`src/rtl/bcomp_trace_buffer.sv`:
```
// Change-triggered trace capture of a 39-bit controller word into a
// timestamped FIFO with drop accounting and synchronous flush.
module bcomp_trace_buffer #(
  parameter int unsigned DEPTH = 8,
  parameter int unsigned TS_W  = 16
) (
  input  logic                      clk,
  input  logic                      rst,
  input  logic                      clr,
  input  logic                      capture_en,
  input  logic [38:0]               ctrl_word,
  output logic                      rd_valid,
  input  logic                      rd_ready,
  output logic [TS_W+38:0]          rd_data,
  output logic [$clog2(DEPTH):0]    level,
  output logic [7:0]                drop_cnt,
  output logic                      overflow
);

  localparam int unsigned AW = $clog2(DEPTH);

  typedef logic [AW:0] lvl_t;
  localparam lvl_t FULL = lvl_t'(DEPTH);

  typedef enum logic [1:0] {IDLE, ARM, RUN} state_t;

  state_t           state;
  logic [TS_W-1:0]  ts;
  logic [38:0]      last_word;
  logic [TS_W+38:0] mem [DEPTH];
  logic [AW-1:0]    wr_ptr;
  logic [AW-1:0]    rd_ptr;
  logic             cap_req;
  logic             pop;
  logic             push;
  logic             drop;

  always_comb begin
    cap_req = 1'b0;
    if (!clr && capture_en) begin
      case (state)
        ARM:     cap_req = 1'b1;
        RUN:     cap_req = (ctrl_word != last_word);
        default: cap_req = 1'b0;
      endcase
    end
    pop  = rd_valid && rd_ready && !clr;
    // A full FIFO still accepts when the head leaves in the same cycle.
    push = cap_req && ((level != FULL) || pop);
    drop = cap_req && !push;
  end

  assign rd_valid = (level != '0);
  assign rd_data  = mem[rd_ptr];

  always_ff @(posedge clk or posedge rst) begin
    if (rst) begin
      state <= IDLE;
    end else if (clr || !capture_en) begin
      state <= IDLE;
    end else begin
      case (state)
        IDLE:    state <= ARM;
        ARM:     state <= RUN;
        RUN:     state <= RUN;
        default: state <= IDLE;
      endcase
    end
  end

  always_ff @(posedge clk or posedge rst) begin
    if (rst) begin
      ts        <= '0;
      last_word <= '0;
      wr_ptr    <= '0;
      rd_ptr    <= '0;
      level     <= '0;
      drop_cnt  <= '0;
      overflow  <= 1'b0;
    end else if (clr) begin
      ts       <= '0;
      wr_ptr   <= '0;
      rd_ptr   <= '0;
      level    <= '0;
      drop_cnt <= '0;
      overflow <= 1'b0;
    end else begin
      ts <= ts + 1'b1;
      if (cap_req) last_word <= ctrl_word;
      if (push) wr_ptr <= wr_ptr + 1'b1;
      if (pop) rd_ptr <= rd_ptr + 1'b1;
      case ({push, pop})
        2'b10:   level <= level + 1'b1;
        2'b01:   level <= level - 1'b1;
        default: level <= level;
      endcase
      if (drop) begin
        overflow <= 1'b1;
        if (drop_cnt != '1) drop_cnt <= drop_cnt + 1'b1;
      end
    end
  end

  always_ff @(posedge clk) begin
    if (push) mem[wr_ptr] <= {ts, ctrl_word};
  end

endmodule

```
`config.mk`:
```
export PLATFORM = sky130hd
export DESIGN_NAME = bcomp_trace_buffer
export DESIGN_NICKNAME = d
export VERILOG_FILES = /design/src/rtl/bcomp_trace_buffer.sv
export SDC_FILE = /design/constraint.sdc
export NUM_CORES = 1
export LEC_CHECK = 0
export CAP_MARGIN = 20
export CORE_ASPECT_RATIO = 1.25
export CORE_MARGIN = 3
export CORE_UTILIZATION = 33
export CTS_BUF_LIST = sky130_fd_sc_hd__clkbuf_8 sky130_fd_sc_hd__clkbuf_16
export CTS_CLUSTER_SIZE = 28
export DETAILED_ROUTE_END_ITERATION = 10
export DONT_BUFFER_PORTS = 1
export PLACE_DENSITY = 0.49
export SLEW_MARGIN = 40
export SYNTH_ARGS = -nofsm -noshare
export SYNTH_HDL_FRONTEND = slang
export SYNTH_SLANG_ARGS = --single-unit
export TNS_END_PERCENT = 5
```
`constraint.sdc`:
```
create_clock -name clk -period 10.1 [get_ports clk]
set_input_delay 2.02 -clock clk [delete_from_list [all_inputs] [get_ports clk]]
set_output_delay 2.02 -clock clk [all_outputs]
set_load 0.005 [all_outputs]
```
Yosys cells after proc, flatten, opt, wreduce, memory -nomap -nowiden
Memories as Yosys holds them, arrays and structs flattened.
Index checks and enable logic that the tools add are counted.
{"block": "op_classes", "addsub": 6, "n_reduce_logical": 20, "bitwise_logic": 1, "n_mux": 18, "n_eq_ne": 7}
{"op": "39-bit inequality test", "count": 1}
{"op": "8-bit 2-to-1 mux", "count": 3}
{"op": "16-bit by 1-bit adder with 16-bit output, second input constant", "count": 1}
{"op": "16-bit 2-to-1 mux", "count": 1}
{"op": "3-bit 2-to-1 mux", "count": 4}
{"op": "8-bit by 1-bit adder with 8-bit output, second input constant", "count": 1}
{"op": "8-bit inequality test, second input constant", "count": 1}
{"op": "4-bit one-hot mux with 2 select lines", "count": 1}
{"op": "2-bit nonzero test", "count": 4}
{"op": "3-bit by 1-bit adder with 3-bit output, second input constant", "count": 2}
{"op": "1-bit logical AND", "count": 5}
{"op": "1-bit 2-to-1 mux", "count": 5}
{"op": "4-bit by 1-bit adder with 4-bit output, second input constant", "count": 1}
{"op": "2-bit by 1-bit equality test with 1-bit output, second input constant", "count": 2}
{"op": "2-bit equality test, second input constant", "count": 2}
{"op": "4-bit 2-to-1 mux", "count": 1}
{"op": "4-bit inequality test, second input constant", "count": 1}
{"op": "2-bit one-hot mux with 2 select lines", "count": 1}
{"op": "2-bit AND reduction", "count": 2}
{"op": "4-bit nonzero test", "count": 1}
{"op": "4-bit by 1-bit subtractor with 4-bit output, second input constant", "count": 1}
{"op": "1-bit logical NOT", "count": 3}
{"op": "3-bit nonzero test", "count": 1}
{"op": "2-bit logical NOT", "count": 1}
{"op": "other kinds (5)", "count": 6}
{"block": "totals", "reg_bits": 76, "out_inout_bits": 69, "ram_bits": 440, "in_bits": 44, "word_cells": 61, "mem_count": 1}
{"memory": "mem", "depth": 8, "width": 55, "rd": 1, "rd_clocked_by_memory_dff": 0, "write_ports": 1, "line_no": "30", "text": "logic [TS_W+38:0] mem [DEPTH];"}

Logic depth before layout (Yosys ltp)
Gate-level depths: netlist of the first run.
{"block": "depth", "depth_word": 9, "depth_mapped": 12, "mapped_depth_nobuf": 12}

Least setup slack after synthesis of the first run
OpenSTA, ideal clock, no wires.
{"block": "synth_path", "kind": "in2reg", "start": "in clr", "end": "mem mem[0][0] (netlist bit) (enable)", "t_arrival_ns": 8.018, "path_slack_ns": 1.478, "path_stages": 5, "path_cell_list": "buf_2 > nand2b_1 > nand3_1 > nand2b_1 > nor4_1"}
{"block": "synth_via", "elab_chain_len": 6, "word_cells_on_any_way": 8, "classes_between": "mux (3); reduce/logical (5)"}
{"item": "start, declared", "line_no": "9", "text": "input logic clr,"}
{"item": "1-bit logical NOT *", "line_no": "40, 47"}
{"item": "1-bit logical AND (on tied branches)", "line_no": "40, 47"}
{"item": "1-bit 2-to-1 mux / 1-bit logical OR (equally long branches)", "line_no": "40, 49"}
{"item": "1-bit logical AND *", "line_no": "49", "text": "push = cap_req && ((level != FULL) || pop);"}
{"item": "1-bit 2-to-1 mux *", "line_no": "105", "text": "if (push) mem[wr_ptr] <= {ts, ctrl_word};"}
{"item": "1-bit 2-to-1 mux (implied by the code) *", "line_no": "105"}
{"item": "end, declared", "line_no": "30"}
Mark *: on every way between the ends. The rest lies on a longest branch, timed or not.

Worst setup path in the final report of the first run
{"block": "layout_path", "start": "reg rd_ptr[0]", "end": "out rd_data[53]"}
{"block": "layout_via", "elab_chain_len": 1}
{"item": "start, declared", "line_no": "32", "text": "logic [AW-1:0] rd_ptr;"}
{"item": "start signal, assigned", "line_no": "91", "text": "if (pop) rd_ptr <= rd_ptr + 1'b1;"}
{"item": "memory 8 x 55 bit"}
{"item": "end, declared", "line_no": "14", "text": "output logic [TS_W+38:0] rd_data,"}
No other way between the ends.

==> results of run 1 <==
cell usage after synthesis (2+ instances only):
library cell / instances
nand4_1: 13
a22oi_1: 2
nor4_2: 3
inv_1: 4
buf_6: 3
dfrtp_1: 76
nand2b_1: 7
nand2_1: 15
o21ai_0: 6
nor2b_1: 2
a211oi_1: 2
nand3_1: 11
and3_1: 4
mux4_2: 110
xor2_1: 10
buf_1: 8
nor2_1: 30
clkbuf_1: 16
a21oi_1: 10
edfxtp_1: 440
mux2_2: 84
mux2_1: 10
xnor2_1: 47
or3_1: 5
ha_1: 9
nor3_1: 10
nor4_1: 5
mux2i_1: 4
buf_2: 12
and3b_1: 2
worst min path at each step:
stage | slack [ps] | cells past startpoint | end
2_1_floorplan | 490 | 1 | last_word[10]$_DFFE_PP0P_
3_3_place_gp | 500 | 1 | last_word[4]$_DFFE_PP0P_
5_1_grt | 520 | 1 | last_word[6]$_DFFE_PP0P_
3_5_place_dp | 500 | 1 | last_word[8]$_DFFE_PP0P_
4_1_cts | 520 | 1 | last_word[8]$_DFFE_PP0P_
6_report | 510 | 1 | last_word[19]$_DFFE_PP0P_
per-layer routing:
metal  part of all wire, %  GRT usage (%)
met2                    51          24.44
met4                   2.1          3.814
met1                    41          18.11
met3                   5.1          3.283
met5                     0              0
cells in the final DEF (no fill, tap or decap), types with 7 or more instances in the layout:
master and n:
nor2_1 27, edfxtp_1 440, ha_1 9, mux4_2 110, nand2b_1 7, mux2_2 84
buf_6 8, nand3_1 11, bufinv_16 7, nand2_1 15, xnor2_1 47, dfrtp_1 73
mux2_1 10, clkbuf_16 53, a21oi_1 10, clkinv_2 12, clkinv_1 9, nand4_1 13
inv_1 14, xor2_1 10
critical path: cells and delay by family, from the launching register on:
kind | cells | cell delay, ps
flops | 1 | 760
mux | 2 | 940
buf+inv | 1 | 550
registers in the layout (all words and copies together) (netlist names):
register   flops
drop_cnt       8
last_word     39
level          4
mem          440
overflow       1
rd_ptr         3
state          2
ts            16
wr_ptr         3
power groups by stage:
stage                     clock network (mW)  logic, mW  registers [mW]
final                                   1.97      0.129            2.38
after global placement                     0      0.132            2.42
after global routing                    2.12      0.145            2.38
after detailed placement                   0      0.135            2.42
after CTS                               2.03      0.136            2.38
after floorplan                            0      0.108            2.42
final cells by class:
type | count | area [um^2] | share of cell area (%)
clock buffer | 55 | 1354 | 5.843
clock inverter | 43 | 405.4 | 1.750
inverter | 4 | 16.27 | 0.07021
multi-input combinational | 412 | 5021 | 21.67
sequential | 516 | 15120 | 65.28
tap | 816 | 1021 | 4.407
timing repair buffer | 18 | 227.7 | 0.9829
metrics by stage:
step | total power [mW] | hold WS, ps
after global placement | 2.556 | 496.9
final | 4.478 | 512.3
after global routing | 4.645 | 519.5
after floorplan | 2.525 | 485.8
after CTS | 4.548 | 517.1
after detailed placement | 2.560 | 502.6
cell families after synthesis:
family,after synthesis
flops,516
mux,208
simple gates,114
xor+xnor,57
buf+inv,43
compound gates,23
fa+ha+maj,10
==> impl_metrics.ini, run 1 <==
[timing]
setup_ws_ps = 5153
finalCriticalPeriod_ps = 4947
setup_viol = 0
finalSetupTns_ps = 0
rsz0062_at_grt = no
slew_headroom_pct = 48.18
slew_viol_final = 0
hold_viol = 0
skew_ps = 27.34
finalCritPeriodShare_pct = 48.98
worst_pin_slew_ps = 777.4
maxClockFrequency_mhz = 202.2

[clocking]
clock_sinks = 516
cts_tree = built
post_cts_resized = 0
clock_path_buffers = 3
insertion_delay_ps = 600
cts_root_buffer = clkbuf_16
cts_inserted_buffers = 52
htreeDepth = 2
cts_setup_buffers = 0
ctsHoldBuffers = 0
clk_pin_slew_ps = 60

[pwr]
clockPowerShare_pct = 44.0
p_leak_nw = 7.410
comb_power_share_pct = 2.9
p_int_mw = 3.577
pwr_density_cell_nw_per_um2 = 193.3
net-switching-power_mw = 0.9011
switching_share_pct = 20.12
vdd_drop_max_uv = 111.8
power_frac_seq_pct = 53.1

[logic_synthesis]
synth.area.mux_share_pct = 17.64
avgSynthCellArea_um2 = 20.88
synth-simple-area-share_pct = 3.055
synth_top_family_by_area = multiplexers
synth_seq_cells = 516
yosys_warnings = 0
async_flop_share_pct = 14.73
synth_edf_count = 440
synth.top_cells.by_area = edfxtp_1 65%, mux4_2 12%, dfrtp_1 9.4%
ys_types = 41
netlist_area_um2 = 20270
syn_inst = 971
synth_xor_area_share_pct = 2.463
yosysSeqAreaShare_pct = 74.55
synth_compound_area_share_pct = 0.6542
mappedNetlistNets = 1025
synth_fa_ha_area_share_pct = 0.6542
yosysTopAreaCellShare_pct = 65.17
synth_top_flop_cell = edfxtp_1
synth_top_area_cell = edfxtp_1

[cells_and_area]
diodes = 0
drive_gt1_share_pct = 29.48
final_nets = 1058
syn_to_final_growth_pct = 14.28
fin_cells = 1864
fin_area_um2 = 23170
nFillCells = 5399
final_util_pct = 38.50

[grt]
grt_max_degree = 74
antenna_found_initial = 0
overflow = 0
grt_pass1_vias = 10010
grt_usage_pct = 14.24
grt_pass1_wl_um = 67800

[placement]
pre_cts_slack_ps = 4906
placedCellCount = 1766
dpl_cell_area_um2 = 21410
portBuffers = 0
place_congestion = 0.7020
hpwl_um = 25380

[floorplan]
core_um2 = 60180
die_w_um = 227.7
io_pins = 113
initial_utilization_pct = 33.69
die_area_um2 = 64460
rows = 100
die_height_um = 283.1

[detailed_routing]
drt_iter0_drc = 580
ant_nets = 0
drt-wirelength-per-cell_um = 24.17
vias = 9184
firstDrtPassIters = 4
drc = 0
drt-total-wl_um = 45060
vias_per_cell = 4.927

[worst_setup_path]
r2r-end = mem[3][30]$_DFFE_PP_
crit_path_max_incr_delay_ps = 760
crit_slowest_cell = dfrtp_4
crit_path_start_kind = flop
crit_chain = buf_12, mux4_2, mux2_2
r2r-start = state[0]$_DFF_PP0_
cp.required_ps = 8080
cp-endpoint = rd_data[53]
path_max_fanout = 73
crit_arrival_ps = 2930
worstSetupStartpoint = rd_ptr[0]$_DFFE_PP0P_
regToRegSetupSlack_ps = 6470
worstSetupEndpointType = output port
rr_worst_depth = 10
criticalPathCategory = flop to output port

[worst_hold_path]
hp-start = last_word[19]$_DFFE_PP0P_
hold_class = flop to flop

[run_status]
outcome = completed

[job]
cap_violations = 0
Power figures use the tool's default switching activity.
==> run 2, diff against run 1 <==
==> constraint.sdc (replaced) <==
create_clock -name clk -period 5.1 [get_ports clk]
set_input_delay 1.02 -clock clk [delete_from_list [all_inputs] [get_ports clk]]
set_output_delay 1.02 -clock clk [all_outputs]
set_load 0.005 [all_outputs]
==> impl_metrics.ini, run 2 (synthesis results as in run 1) <==
[worst_setup_path]
regToRegSetupSlack_ps = 1770
crit_chain = buf_12, mux4_2, mux2_2
critical_path.top_delay_family = multiplexers
cp.required_ps = 4080
critPathBufInv = 1
crit_path_start_kind = flop
r2r-end = level[3]$_DFFE_PP0P_
worstSetupEndpointType = output port
crit_arrival_ps = 2900
rr_worst_depth = 11
path_max_fanout = 38
r2r-start = last_word[14]$_DFFE_PP0P_
crit_path_max_incr_delay_ps = 890
crit_slowest_cell = dfrtp_4
criticalPathCategory = flop to output port

[grt]
grt_usage_pct = 14.34
grt_pass1_vias = 10030
antenna_found_initial = 1
grt_max_degree = 53
overflow = 0
grt_pass1_wl_um = 67900

[timing]
hold_viol = 0
slew_headroom_pct = 49.46
worst_pin_slew_ps = 758.1
finalCritPeriodShare_pct = 76.81
skew_ps = 24.05
rsz0062_at_grt = no
maxClockFrequency_mhz = 255.3
fin_hold_ws_ps = 374.8
finalCriticalPeriod_ps = 3917
setup_viol = 0
finalSetupTns_ps = 0
slew_viol_final = 0

[clocking]
cts_tree = built
htreeDepth = 2
cts_root_buffer = clkbuf_16
cts_setup_buffers = 0
insertion_delay_ps = 600
cts_inserted_buffers = 53
clk_pin_slew_ps = 60
post_cts_resized = 0
clock_sinks = 516
clock_path_buffers = 3
ctsHoldBuffers = 0

[cells_and_area]
final_nets = 1063
layout_common_cells = 440 x edfxtp_1, 110 x mux4_2, 84 x mux2_2
drive_gt1_share_pct = 29.89
largest_reg_flops = 440
syn_to_final_growth_pct = 14.29
final_util_pct = 38.50
diodes = 0
top_regs = mem x440, last_word x39, ts x16
fin_area_um2 = 23170
nFillCells = 5454
layout_commonest_cell = edfxtp_1
top_register = mem

[detailed_routing]
drc = 0
vias = 9188
drt-wirelength-per-cell_um = 24.29
ant_nets = 0
vias_per_cell = 4.913
drt_iter0_drc = 538
drt-total-wl_um = 45430
firstDrtPassIters = 4

[floorplan]
die_height_um = 283.1
initial_utilization_pct = 33.69
io_pins = 113
die_area_um2 = 64460
rows = 100
die_w_um = 227.7
core_um2 = 60180

[pwr]
vdd_drop_max_uv = 260.9
pwr_density_cell_nw_per_um2 = 377.9
finalPower_mw = 8.755
p_leak_nw = 7.425

[placement]
hpwl_um = 27090
portBuffers = 0
dpl_cell_area_um2 = 21450
place_congestion = 0.7105

[run_status]
outcome = completed

[job]
cap_violations = 0

[worst_hold_path]
hold_class = input port to asynchronous set/reset pin
run 2: layer usage:
| layer | track usage [%] | vias up | share of wire [%] |
|---|---|---|---|
| li1 | - | 4025 | - |
| met1 | 17.54 | 4972 | 40 |
| met2 | 25.65 | 138 | 53 |
| met3 | 3.314 | 51 | 4.8 |
| met4 | 3.265 | 2 | 1.7 |
| met5 | 0 | - | 0.029 |
run 2: power breakdown:
part	total, mW	switching [mW]	leakage, nW	internal (mW)
logic	0.261	0.111	1.52	0.150
clock network	3.78	1.62	0.901	2.16
registers	4.71	0.0605	5.00	4.65
total	8.76	1.80	7.43	6.96
run 2: layout make-up:
class,count,area (um^2),area share [%]
Inverter,4,17.52,0.07560
Tap cell,816,1021,4.407
Sequential cell,516,15130,65.28
Clock inverter,41,296.5,1.280
Clock buffer,59,1420,6.129
Timing Repair Buffer,22,256.5,1.107
Multi-Input combinational cell,412,5032,21.72
run 2: worst register-to-register path, stage by stage, from the launching register on:
cell      delay (ps)
dfrtp_1          380
xnor2_1          230
nand4_1          150
nor4_1           620
a31o_4           410
and2b_1          260
ha_1             260
a21o_1           170
a21oi_1          250
nor3b_1           90
a211oi_1         290
nor4_2           100
run 2: worst max path at each step:
stage                                      from              endpoint  cells after the start
after floorplan                             clr   mem[4][0]$_DFFE_PP_                      5
after global placement            ctrl_word[14]  level[3]$_DFFE_PP0P_                     11
after detailed placement          ctrl_word[11]  level[3]$_DFFE_PP0P_                     11
after CTS                 rd_ptr[0]$_DFFE_PP0P_           rd_data[53]                      3
after global routing      rd_ptr[0]$_DFFE_PP0P_           rd_data[53]                      3
final                     rd_ptr[0]$_DFFE_PP0P_           rd_data[53]                      3
run 2: metrics by stage:
step,cells,worst slack [ps]
after floorplan,971,-1061
after global placement,1768,1121
after detailed placement,1770,1161
after CTS,1870,1054
after global routing,1870,981.1
final,1870,1183
